<file path="config.mk">
export PLATFORM = sky130hd
export DESIGN_NAME = hdmi_word_align
export DESIGN_NICKNAME = d
export VERILOG_FILES = /design/src/rtl/hdmi_word_align.sv
export SDC_FILE = /design/constraint.sdc
export NUM_CORES = 1
export LEC_CHECK = 0
export ABC_AREA = 1
export BUFFER_PORTS_ARGS = -buffer_cell sky130_fd_sc_hd__buf_4
export CORE_ASPECT_RATIO = 1.25
export CORE_UTILIZATION = 30
export DETAILED_ROUTE_END_ITERATION = 7
export PLACE_DENSITY = 0.5
export SLEW_MARGIN = 20
export SYNTH_ARGS = -nofsm -noshare
export SYNTH_HDL_FRONTEND = slang
export SYNTH_SLANG_ARGS = --single-unit
</file>
<file path="constraint.sdc">
create_clock -name i_hclk -period 3.2 [get_ports i_hclk]
set_input_delay 0.32 -clock i_hclk [delete_from_list [all_inputs] [get_ports i_hclk]]
set_output_delay 0.32 -clock i_hclk [all_outputs]
set_load 0.005 [all_outputs]
</file>
<file path="src/rtl/hdmi_word_align.sv">
// hdmi_word_align: recovers 10-bit TMDS word boundaries on the r/g/b channels by searching for control-token runs.
// Optional build macro HDMI_WORD_ALIGN_LOSSES_EN adds the per-channel saturating lock-loss counters on o_losses.

module hdmi_word_align #(
    parameter int LGTIMEOUT = 12,
    parameter int MINRUN    = 8
) (
    input  logic        i_hclk,
    input  logic        i_reset_n,
    input  logic [9:0]  i_hdmi_r,
    input  logic [9:0]  i_hdmi_g,
    input  logic [9:0]  i_hdmi_b,
    output logic [9:0]  o_hdmi_r,
    output logic [9:0]  o_hdmi_g,
    output logic [9:0]  o_hdmi_b,
    output logic [2:0]  o_locked,
    output logic [11:0] o_offset,
    output logic [23:0] o_losses
);
    localparam int RW = $clog2(MINRUN + 1);
    localparam logic [RW-1:0]        RUN_MAX   = RW'(MINRUN);
    localparam logic [RW-1:0]        RUN_LAST  = RW'(MINRUN - 1);
    localparam logic [RW-1:0]        RUN_ONE   = RW'(1);
    localparam logic [LGTIMEOUT-1:0] TIMER_ONE = LGTIMEOUT'(1);
    localparam logic [0:0]           ST_SEARCH = 1'b0;
    localparam logic [0:0]           ST_LOCKED = 1'b1;

    function automatic logic is_token(input logic [9:0] w);
        case (w)
            10'h354, 10'h0AB, 10'h154, 10'h2AB: is_token = 1'b1;
            default:                            is_token = 1'b0;
        endcase
    endfunction

    // Older word sits in the low half so a larger offset reaches further into the newer word.
    function automatic logic [9:0] align_word(input logic [9:0] cur, input logic [9:0] prev,
                                              input logic [3:0] off);
        logic [19:0] win;
        win        = {cur, prev} >> off;
        align_word = win[9:0];
    endfunction

    logic [2:0][9:0] in_all;
    logic [2:0][9:0] word_all;
    logic [2:0]      lock_all;
    logic [2:0][3:0] off_all;
    logic [2:0][7:0] loss_all;

    assign in_all = {i_hdmi_r, i_hdmi_g, i_hdmi_b};

    for (genvar c = 0; c < 3; c++) begin : g_ch
        logic [9:0]           cur_q, cur_d, prev_q, prev_d, word_q, word_d;
        logic [3:0]           offset_q, offset_d;
        logic [LGTIMEOUT-1:0] timer_q, timer_d;
        logic [RW-1:0]        run_q, run_d;
        logic [1:0]           blank_q, blank_d;
        logic [0:0]           state_q, state_d;
        logic                 tok_s, listen_s, qual_s, slip_s;

        // Run/timeout decisions; a run landing on the timeout cycle suppresses the slip.
        always_comb begin
            tok_s    = is_token(word_q);
            listen_s = (blank_q == 2'd0);
            qual_s   = listen_s && tok_s && (run_q == RUN_LAST);
            slip_s   = (&timer_q) && !qual_s;
            cur_d    = in_all[c];
            prev_d   = cur_q;
            word_d   = align_word(cur_q, prev_q, offset_q);

            if (slip_s) begin
                offset_d = (offset_q == 4'd9) ? 4'd0 : (offset_q + 4'd1);
            end else begin
                offset_d = offset_q;
            end

            if (qual_s || slip_s) begin
                timer_d = '0;
            end else begin
                timer_d = timer_q + TIMER_ONE;
            end

            if (slip_s || !listen_s || !tok_s) begin
                run_d = '0;
            end else if (run_q == RUN_MAX) begin
                run_d = run_q;
            end else begin
                run_d = run_q + RUN_ONE;
            end

            if (slip_s) begin
                blank_d = 2'd2;
            end else if (!listen_s) begin
                blank_d = blank_q - 2'd1;
            end else begin
                blank_d = 2'd0;
            end

            case (state_q)
                ST_SEARCH: state_d = qual_s ? ST_LOCKED : ST_SEARCH;
                ST_LOCKED: state_d = slip_s ? ST_SEARCH : ST_LOCKED;
                default:   state_d = ST_SEARCH;
            endcase
        end

        // Channel state registers with synchronous active-low reset.
        always_ff @(posedge i_hclk) begin
            if (!i_reset_n) begin
                cur_q    <= 10'h000;
                prev_q   <= 10'h000;
                word_q   <= 10'h000;
                offset_q <= 4'd0;
                timer_q  <= '0;
                run_q    <= '0;
                blank_q  <= 2'd0;
                state_q  <= ST_SEARCH;
            end else begin
                cur_q    <= cur_d;
                prev_q   <= prev_d;
                word_q   <= word_d;
                offset_q <= offset_d;
                timer_q  <= timer_d;
                run_q    <= run_d;
                blank_q  <= blank_d;
                state_q  <= state_d;
            end
        end

`ifdef HDMI_WORD_ALIGN_LOSSES_EN
        logic [7:0] losses_q, losses_d;

        // Count LOCKED->SEARCH transitions, saturating at 255.
        always_comb begin
            if (slip_s && (state_q == ST_LOCKED) && (losses_q != 8'hFF)) begin
                losses_d = losses_q + 8'd1;
            end else begin
                losses_d = losses_q;
            end
        end

        // Loss counter register.
        always_ff @(posedge i_hclk) begin
            if (!i_reset_n) begin
                losses_q <= 8'h00;
            end else begin
                losses_q <= losses_d;
            end
        end

        assign loss_all[c] = losses_q;
`else
        assign loss_all[c] = 8'h00;
`endif

        assign word_all[c] = word_q;
        assign lock_all[c] = state_q;
        assign off_all[c]  = offset_q;
    end

    assign o_hdmi_r = word_all[2];
    assign o_hdmi_g = word_all[1];
    assign o_hdmi_b = word_all[0];
    assign o_locked = lock_all;
    assign o_offset = off_all;
    assign o_losses = loss_all;

endmodule

</file>
* After elaboration in Yosys (flattened, before gate mapping)
Index checks and enable logic that the tools add are counted.
** Word-level totals
- Register bits after elaboration :: 159
- Word-level logic and storage cells :: 133
- Input bits :: 32
** Operators by class
- Shift-type cells :: 3
- Mux-type cells :: 21
- Equal/unequal tests :: 21
- Reduce and logical (&&, ||, !) cells :: 45
- Add/subtract/negate cells :: 12
- Bitwise gates (word level) :: 4
** Operator list (count)
- == test 10 bit (second input constant) :: 6
- >> shifter 20 x 4 -> 10 bit :: 3
- adder 12 x 1 -> 12 bit (second input constant) :: 3
- AND reduction 12 bit :: 3
- == test 10 x 8 -> 1 bit (second input constant) :: 3
- == test 10 x 9 -> 1 bit (second input constant) :: 3
- adder 4 x 1 -> 4 bit (second input constant) :: 6
- == test 4 bit (second input constant) :: 6
- == test 4 x 3 -> 1 bit (second input constant) :: 3
- two-way mux 2 bit :: 6
- two-way mux 4 bit :: 3
- OR reduction 2 bit :: 6
- OR reduction 4 bit :: 3
- logical AND 1 bit :: 9
- logical NOT 1 bit :: 9
- logical OR 1 bit :: 9
- two-way mux 1 bit :: 9
- OR reduction 3 bit :: 3
- logical NOT 2 bit :: 3
- case mux 1 bit (2 select lines) :: 3
- subtractor 2 x 1 -> 2 bit (second input constant) :: 3
- NOT 1 bit :: 4

* Logic depth before layout (Yosys ltp)
- Depth after elaboration :: 10
- Mapped depth :: 10
- Depth with buffers taken out :: 10

* Worst setup path before layout
No wires, ideal clock.
- Path kind :: reg-to-reg
- From :: register g_ch[0].timer_q[0]
- To :: register g_ch[0].timer_q[11]
- Arrival :: 1.417 ns
- Library setup time :: 0.114 ns
- Path slack :: 1.669 ns
- Cell stages (with the launch flop) :: 9
- Required time :: 3.086 ns
- Cell sequence :: dfxtp_1 -> ha_1 -> nand2_1 -> nor3_2 -> nand3_2 -> nor2_4 -> nand3b_2 -> buf_6 -> nor2_1
** On the way
- Longest elaborated chain between the ends :: 4
** Ends and longest elaborated chain
- start, declared :: line 54 : logic [LGTIMEOUT-1:0] timer_q, timer_d;
- start signal, assigned :: line 121 : timer_q <= timer_d;
- branches (longest 4 deep; another with adder 12 x 1 -> 12 bit)
Several ways; the timed one is not identified.
A chain may end at the register's enable or synchronous reset.

* Worst setup path after layout
- From :: register g_ch[0].offset_q[0]
- To :: register g_ch[0].word_q[0], in the netlist o_hdmi_b[0]
** On the way
- Longest elaborated chain between the ends :: 1
** Ends and longest elaborated chain
- start, declared :: line 53 : logic [3:0] offset_q, offset_d;
- start signal, assigned :: line 120 : offset_q <= offset_d;
- >> shifter 20 x 4 -> 10 bit :: line 39 : win = {cur, prev} >> off;
- end signal, assigned :: line 119 : word_q <= word_d;
- end, declared :: line 52 : logic [9:0] cur_q, cur_d, prev_q, prev_d, word_q, word_d;
Every way passes these cells.

==> summary.txt <==
Status -> finished clean
# port buffers -> 76
XOR/XNOR share of the synthesized area -> 3.56%
Largest family of logic cells by synthesized area -> simple AND/OR/NAND/NOR gates
Starting density of the core -> 30.4%
Post-DP HPWL -> 14,200 um
CP Capture Type -> register
DP Cell Count -> 1,595
Synthesized area -> 0.00813 mm^2
Synth top area cells -> dfxtp_1, nand2_1, nand3_1
Worst-path clk slew -> 0.07 ns
Worst-path fanout max -> 24
DRT Pass-1 Iters -> 4
Grt met1 use -> 17.1%
Most common cell after layout, fill and taps aside -> nand2_1
CP startpoint kind -> register
Lkg Pwr -> 4.55 nW
Final std cells w/o fill -> 1,627
Hold depth -> 3
Final WL -> 19,300 um
Critical Path RT -> 3.49 ns
Design area -> 0.00942 mm^2
Reg-to-Reg End -> o_hdmi_b[0]$_SDFF_PN0_
Crit path DAT -> 2.54 ns
Path category of the worst min-delay check -> in -> reg
Final worst setup slack -> 0.956 ns
CP max stage delay -> 0.76 ns
Met2 usage -> 25.7%
Slew HR -> 54.3%
ANT nets after route -> 0
Initial antenna violation count -> 0
Simple-Gate Fraction of Synth Area -> 35.4%
Worst R2R Setup Slack -> 0.96 ns
Synth Warn # -> 0
Post-synthesis mux area share -> 0%
RSZ-0062 raised after global routing -> false
NetSw -> 1.07 mW
Clock Sinks -> 159
Sequential power share -> 48.3%
Maximum VDD drop -> 0.000355 V
Die width -> 149 um
Hold EP -> g_ch[2].cur_q[2]$_SDFF_PN0_
Layout Nets -> 1,310
Htree depth -> 4
Yosys top cell area share -> 39.2%
Ys flop type -> dfxtp_1
GR Util met3 -> 2.65%
Cell Rows -> 67
Die area -> 0.0278 mm^2
Most used cell, CP -> nand2_1
Avg Vias per Cell -> 4.47
Gr busiest metal -> met2
Total core area -> 0.0267 mm^2
DR vias -> 7,267
Post-synth ARST share -> 0%
Clock tree buffer depth -> 2
Setup Buffers After CTS -> 0
Worst-Skew Late Latency -> 0.42 ns
Most frequent cells in the layout -> nand2_1, dfxtp_1, inv_1, nor2_1, nand3_1
Post-synthesis compound-gate area fraction -> 8.65%
Area occupied by multi-input gates -> 0.00407 mm^2
Die Ht -> 186 um
Total power -> 4.30 mW
Number of flops mapped to enable cells by yosys -> 0
Share of cells above drive strength 1 -> 13.0%
Final setup violation count -> 0
Worst setup path class -> reg -> reg
Critical-path top delay cell -> dfxtp_1
CTS resizes -> 0
Total Neg Setup Slack -> 0 ns
Period utilization -> 70.1%
Final-report hold violation count -> 0
Final Slew Violations -> 0
Synth Register Bits -> 159
Syn_area_per_cell -> 6.67 um^2
Starting DRT DRC Count -> 400
WL per Instance -> 11.8 um
Seq. cell area -> 0.00318 mm^2
GR Overflow Total -> 0
RD Place Congestion -> 0.888
R2R cell count -> 7
CP Cell Sequence -> inv_1 > o21ai_0 > nand2_1 > nand3_1 > nand2_1 > a21oi_1 > nor2_1
Leading area contributor after synthesis -> dfxtp_1
CTS tree -> done
Reg2reg start -> g_ch[0].offset_q[0]$_SDFFE_PN0P_
Combinational share of power -> 5.6%
Area after DPL -> 0.00884 mm^2
GRT Overall Usage -> 14.5%
Post-layout util -> 35.2%
Min cycle time layout -> 2.24 ns
Netlist cell types -> 39
Filler Cells Inserted -> 2,910
Number of max-cap violations -> 0
Root Driver -> clkbuf_16
Worst slew pin tran -> 0.684 ns
Pre-CTS setup slack -> 0.948 ns
Internal -> 3.23 mW
P&R area growth vs syn -> 15.9%
Post-cts hold buffer count -> 0
WHS -> 0.0699 ns
Seq/Total Area, Yosys -> 39.2%
First-pass GRT wire length -> 32,300 um
Clock Power Share -> 46.1%
TritonCTS Buffers -> 17
Diode count -> 0
Number of remaining DRC errors -> 0
Post-Synth Adder-Cell Area -> 1.39%
Sw Ratio -> 24.8%
Cell Pwr Density -> 456 mW/mm^2
I/O pin cnt -> 101
Beginning of the worst hold path -> i_hdmi_r[2]
Vias in the first global route -> 6,792
Synth Instances -> 1,218
Clock Skews -> 0.0109 ns
FMAX -> 446 MHz
Largest net degree at the start of global routing -> 49
metal layers:
layer,vias to the layer above,part of all wire (%)
li1,3857,-
met1,3251,46
met2,132,49
met3,27,3.3
met4,0,2.0
met5,-,0
flip-flops by register name (all words and copies together) (netlist names), 6 cells and up:
| signal | count |
|---|---|
| g_ch.blank_q | 6 |
| o_hdmi_b | 10 |
| o_hdmi_g | 10 |
| g_ch.run_q | 12 |
| g_ch.cur_q | 30 |
| o_hdmi_r | 10 |
| g_ch.offset_q | 12 |
| g_ch.prev_q | 30 |
| g_ch.timer_q | 36 |
cells by family after synthesis:
| logic type | count (synthesis) |
|---|---|
| flip-flops | 159 |
| buffers and inverters | 218 |
| adder cells (fa/ha/maj) | 9 |
| other | 1 |
| XOR/XNOR | 33 |
| AND/OR/NAND/NOR | 666 |
| AO/OA/AOI/OAI | 132 |
Yosys cell counts (all sizes together), types with 3 or more instances:
master  number
nand2      363
dfxtp      159
inv        143
nor2       127
nand3      110
o21ai       69
buf         47
a21oi       46
or2         30
clkbuf      26
xor2        23
nor3        13
o211ai      12
xnor2       10
ha           9
and2         7
nand4        6
nand3b       5
and3         3
worst max-delay path, delay by kind of cell, from the launching register on:
kind	cells	cell delay, ns
buffers and inverters	1	0.46
DFF	1	0.76
AOI/OAI and AO/OA	2	0.52
and+or+nand+nor	4	0.37
worst max path at each step:
stage	from	end	depth (start not counted)
2_1_floorplan	g_ch[0].timer_q[0]$_SDFF_PP0_	g_ch[0].timer_q[11]$_SDFF_PP0_	8
3_3_place_gp	g_ch[0].offset_q[0]$_SDFFE_PN0P_	o_hdmi_b[8]$_SDFF_PN0_	5
3_5_place_dp	g_ch[0].offset_q[0]$_SDFFE_PN0P_	o_hdmi_b[0]$_SDFF_PN0_	7
4_1_cts	g_ch[0].offset_q[0]$_SDFFE_PN0P_	o_hdmi_b[0]$_SDFF_PN0_	7
5_1_grt	g_ch[0].offset_q[0]$_SDFFE_PN0P_	o_hdmi_b[8]$_SDFF_PN0_	5
6_report	g_ch[0].offset_q[0]$_SDFFE_PN0P_	o_hdmi_b[0]$_SDFF_PN0_	7
power groups by stage:
stage,Combinational [mW],Sequential (mW),Clock [mW]
global placement,0.242,2.12,0
floorplan,0.182,2.11,0
finish,0.241,2.08,1.98
global route,0.282,2.08,2.14
detailed placement,0.243,2.12,0
CTS,0.244,2.08,2.06
cell type report:
class                           instances  area share (%)
Tap cell                              345            4.58
Clock buffer                           17            4.52
Clock inverter                         15            1.61
Sequential cell                       159            33.8
Timing Repair Buffer                   82            6.53
Inverter                              145            5.78
Multi-Input combinational cell        864            43.2
(Power assumes the default switching activity.)
